### src/rtl/base_rskid.sv
// Registered-ready skid buffer: one main register driving o_d plus one skid register.
// i_r, o_v and o_cnt all come straight from flops; i_r never depends combinationally on o_r.
module base_rskid #(
    parameter int width = 1,
    parameter bit dq    = 1'b0
) (
    input  logic             clk,
    input  logic             reset,
    input  logic             i_v,
    input  logic [0:width-1] i_d,
    output logic             i_r,
    output logic             o_v,
    output logic [0:width-1] o_d,
    input  logic             o_r,
    output logic [0:1]       o_cnt
);

    typedef enum logic [1:0] {EMPTY = 2'd0, ONE = 2'd1, FULL = 2'd2} state_t;

    state_t           state, state_n;
    logic [0:width-1] main, main_n;
    logic [0:width-1] skid, skid_n;
    logic             rdy;
    logic             vld;
    logic [0:1]       cnt, cnt_n;
    logic             in_xfer;

    // Acceptance uses the registered ready, so i_v is ignored while i_r=0.
    assign in_xfer = i_v & rdy;

    always_comb begin
        state_n = state;
        main_n  = main;
        skid_n  = skid;
        unique case (state)
            EMPTY: begin
                if (in_xfer) begin
                    state_n = ONE;
                    main_n  = i_d;
                end
            end
            ONE: begin
                unique case ({in_xfer, o_r})
                    2'b11: main_n = i_d;
                    2'b10: begin
                        state_n = FULL;
                        skid_n  = i_d;
                    end
                    2'b01: begin
                        state_n = EMPTY;
                        if (dq) main_n = '0;
                    end
                    default: ;
                endcase
            end
            FULL: begin
                if (o_r) begin
                    state_n = ONE;
                    main_n  = skid;
                end
            end
            default: state_n = EMPTY;
        endcase
    end

    always_comb begin
        unique case (state_n)
            ONE:     cnt_n = 2'd1;
            FULL:    cnt_n = 2'd2;
            default: cnt_n = 2'd0;
        endcase
    end

    always_ff @(posedge clk or negedge reset) begin
        if (!reset) begin
            state <= EMPTY;
            main  <= '0;
            skid  <= '0;
            rdy   <= 1'b0;
            vld   <= 1'b0;
            cnt   <= 2'd0;
        end else begin
            state <= state_n;
            main  <= main_n;
            skid  <= skid_n;
            rdy   <= (state_n != FULL);
            vld   <= (state_n != EMPTY);
            cnt   <= cnt_n;
        end
    end

    assign i_r   = rdy;
    assign o_v   = vld;
    assign o_d   = main;
    assign o_cnt = cnt;

endmodule

### config.mk
export PLATFORM = sky130hd
export DESIGN_NAME = base_rskid
export DESIGN_NICKNAME = d
export VERILOG_FILES = /design/src/rtl/base_rskid.sv
export SDC_FILE = /design/constraint.sdc
export NUM_CORES = 1
export LEC_CHECK = 0
export ABC_AREA = 1
export CAP_MARGIN = 30
export CORE_AREA = 2 2 39 41
export CTS_CLUSTER_DIAMETER = 60
export CTS_CLUSTER_SIZE = 10
export DETAILED_ROUTE_END_ITERATION = 8
export DIE_AREA = 0 0 41 43
export PLACE_DENSITY = 0.5
export SLEW_MARGIN = 15
export SYNTH_ARGS = -nofsm -noshare
export SYNTH_HDL_FRONTEND = slang
export SYNTH_SLANG_ARGS = --single-unit
### constraint.sdc
create_clock -name clk -period 1.2 [get_ports clk]
set_input_delay 0.18 -clock clk [delete_from_list [all_inputs] [get_ports clk]]
set_output_delay 0.18 -clock clk [all_outputs]
set_load 0.005 [all_outputs]
==> summary.txt <==
status: complete, no violations
footprint of the multi-input gates: 107.6 um^2
die width: 41 um
vias in the first global route: 271
CTS clk-pin slew, worst paths: 50 ps
Final Util: 33.82%
Mapped Area: 334.1 um^2
final worst-path cycle share: 88.07%
Max-Slew Margin vs Limit: 76.08%
Fin Setup TNS: 0 ps
critical path class: register to primary output
Logic pwr share: 35.5%
Non-Filler Instances: 69
Worst EP required: 1020 ps
CTS tree: built
CP max-delay cell: dfrtp_1
skew final: 1.620 ps
global route total overflow: 0
hpwl dp: 477.7 um
All-Layer GR Usage: 10.54%
Avg Inst Size Synth: 8.352 um^2
fin. max-slew vios: 0
Design Power: 0.9596 mW
share of cells above drive strength 1: 9.434%
Crit path max-delay family: flip-flops
Place WS: 3.835 ps
most frequent cells in the layout: nand2_1 (16), dfrtp_1 (8), inv_1 (7), dlygate4sd2_1 (5)
crit start category: register
placed inst area: 444.2 um^2
Synth Instances: 40
GPL Wtd Cong: 0.7197
Final Setup Violations: 0
final hold violation count: 0
CTS HTree Levels: 1
initial drt markers: 1
Fillers: 157
Synth cell types: 7
# port buffers: 9
max incr delay on CP: 370 ps
DIE HEIGHT: 43 um
largest net degree at the start of global routing: 9
final WL: 622 um
Mapped Nets: 45
Post-Place Cells: 65
post-route design area: 467.9 um^2
Hold Slack: 206.3 ps
CP cell instances: dlygate4sd2_1
clock buffer depth: 2
Layout area overhead: 40.08%
Post-DRT Antenna Nets: 0
initial antenna violation count: 0
number of nets in the layout: 60
Reg area: 200.2 um^2
Synth Register Bits: 8
cts hold-fix bufs: 0
DIE AREA: 1763 um^2
slew at the pin closest to its max-slew limit: 357.7 ps
f_max: 0.9462 GHz
CTS Sinks: 8
Synth warnings: 0
max-cap violation count: 0
vias per cell: 4.014
# DRC: 0
Leakage: 0.2559 nW
ANT cells: 0
Clk pwr share: 20.6%
Initial Utilization: 24.14%
Seq/Total Area, Yosys: 59.93%
fin worst setup slack: 143.2 ps
P per Cell Area: 2051 nW/um^2
routed len/inst: 9.014 um
Crit. End Element: primary output
internal power: 0.6418 mW
row count: 14
total iterations of the first detailed-routing run: 4
Root Driver: clkbuf_4
crit path buf inv count: 1
CTS Buf Count: 3
Final min period: 1057 ps
commonest non-fill, non-tap cell in the layout: nand2_1
Clk Latency, worst-skew pair: 250 ps
Sequential Power Share: 43.9%
RSZ-0062 raised after global routing: false
Switching Share: 33.11%
maximum fanout along the worst path: 2
Net Sw Power: 0.3177 mW
top cell type by total area after synthesis: dfrtp_1
io pins: 10
top-area cell type share of the netlist area: 59.93%
min-delay worst type: input pin to asynchronous set/reset pin
VDD IR max: 559.4 uV
arrival time worst endpoint: 880 ps
synth top area cells: dfrtp_1 (60%), nand2_1 (18%), inv_1 (7.9%)
vias: 277
Core ar.: 1384 um^2
first-pass GRT wire length: 1152 um
## cells by family (layout without fill, tap and decap cells)
kind of cell,Yosys count,in the layout,synth area share (%)
buffers and inverters,7,20,7.867
and+or+nand+nor,23,23,27.34
DFF,8,8,59.92
AOI/OAI and AO/OA,2,2,4.870
## synth_stat cells (all sizes together)
library cell / n
dfrtp: 8
inv: 7
nand2: 16
nand3: 4
nor2: 3
o21ai: 1
o21bai: 1
## state kept, by name, indices dropped and copies added (netlist names)
register,cells
skid,1
o_d,1
state,2
o_cnt,2
o_v,1
i_r,1
## per-layer routing
metal	GRT usage, %	vias up	wire, um	part of all wire [%]
li1	-	146	-	-
met1	12.91	126	293	47
met2	12.81	5	308	50
met3	3.141	0	20	3.2
met4	12.00	0	0	0
met5	0	-	0	0
## power groups by stage
stage | registers (mW) | logic (mW) | clock network, mW
after floorplan | 0.433 | 0.185 | 0
after global placement | 0.432 | 0.380 | 0
after detailed placement | 0.432 | 0.377 | 0
after CTS | 0.423 | 0.348 | 0.213
after global routing | 0.436 | 0.406 | 0.223
final | 0.421 | 0.341 | 0.198
## final cells by class
class / instances / area share [%]
clock buffer: 3 / 4.813
inverter: 7 / 5.615
sequential: 8 / 42.78
timing repair buffer: 10 / 19.52
tap: 16 / 4.278
multi-input combinational: 25 / 22.99
## final timing paths
| kind | from | to | slack, ps | cells after the start |
|---|---|---|---|---|
| max | o_d$_DFFE_PN0P_ | o_d | 140 | 1 |
| min | reset | o_d$_DFFE_PN0P_ | 210 | 1 |
| max reg2reg | state[1]$_DFF_PN0_ | o_cnt[1]$_DFF_PN0_ | 170 | 5 |
| min reg2reg | o_d$_DFFE_PN0P_ | o_d$_DFFE_PN0P_ | 470 | 2 |
| max in group asynchronous | reset | o_v$_DFF_PN0_ | 730 | 1 |
| min in group clk | o_d$_DFFE_PN0P_ | o_d$_DFFE_PN0P_ | 470 | 2 |
## timing repair
| action | 4_1_cts | 5_1_grt |
|---|---|---|
| endpoints found under the setup margin | 5 | 0 |
| gates resized for setup | 5 | 0 |
| setup buffers | 1 | 0 |
(Power assumes the default switching activity.)
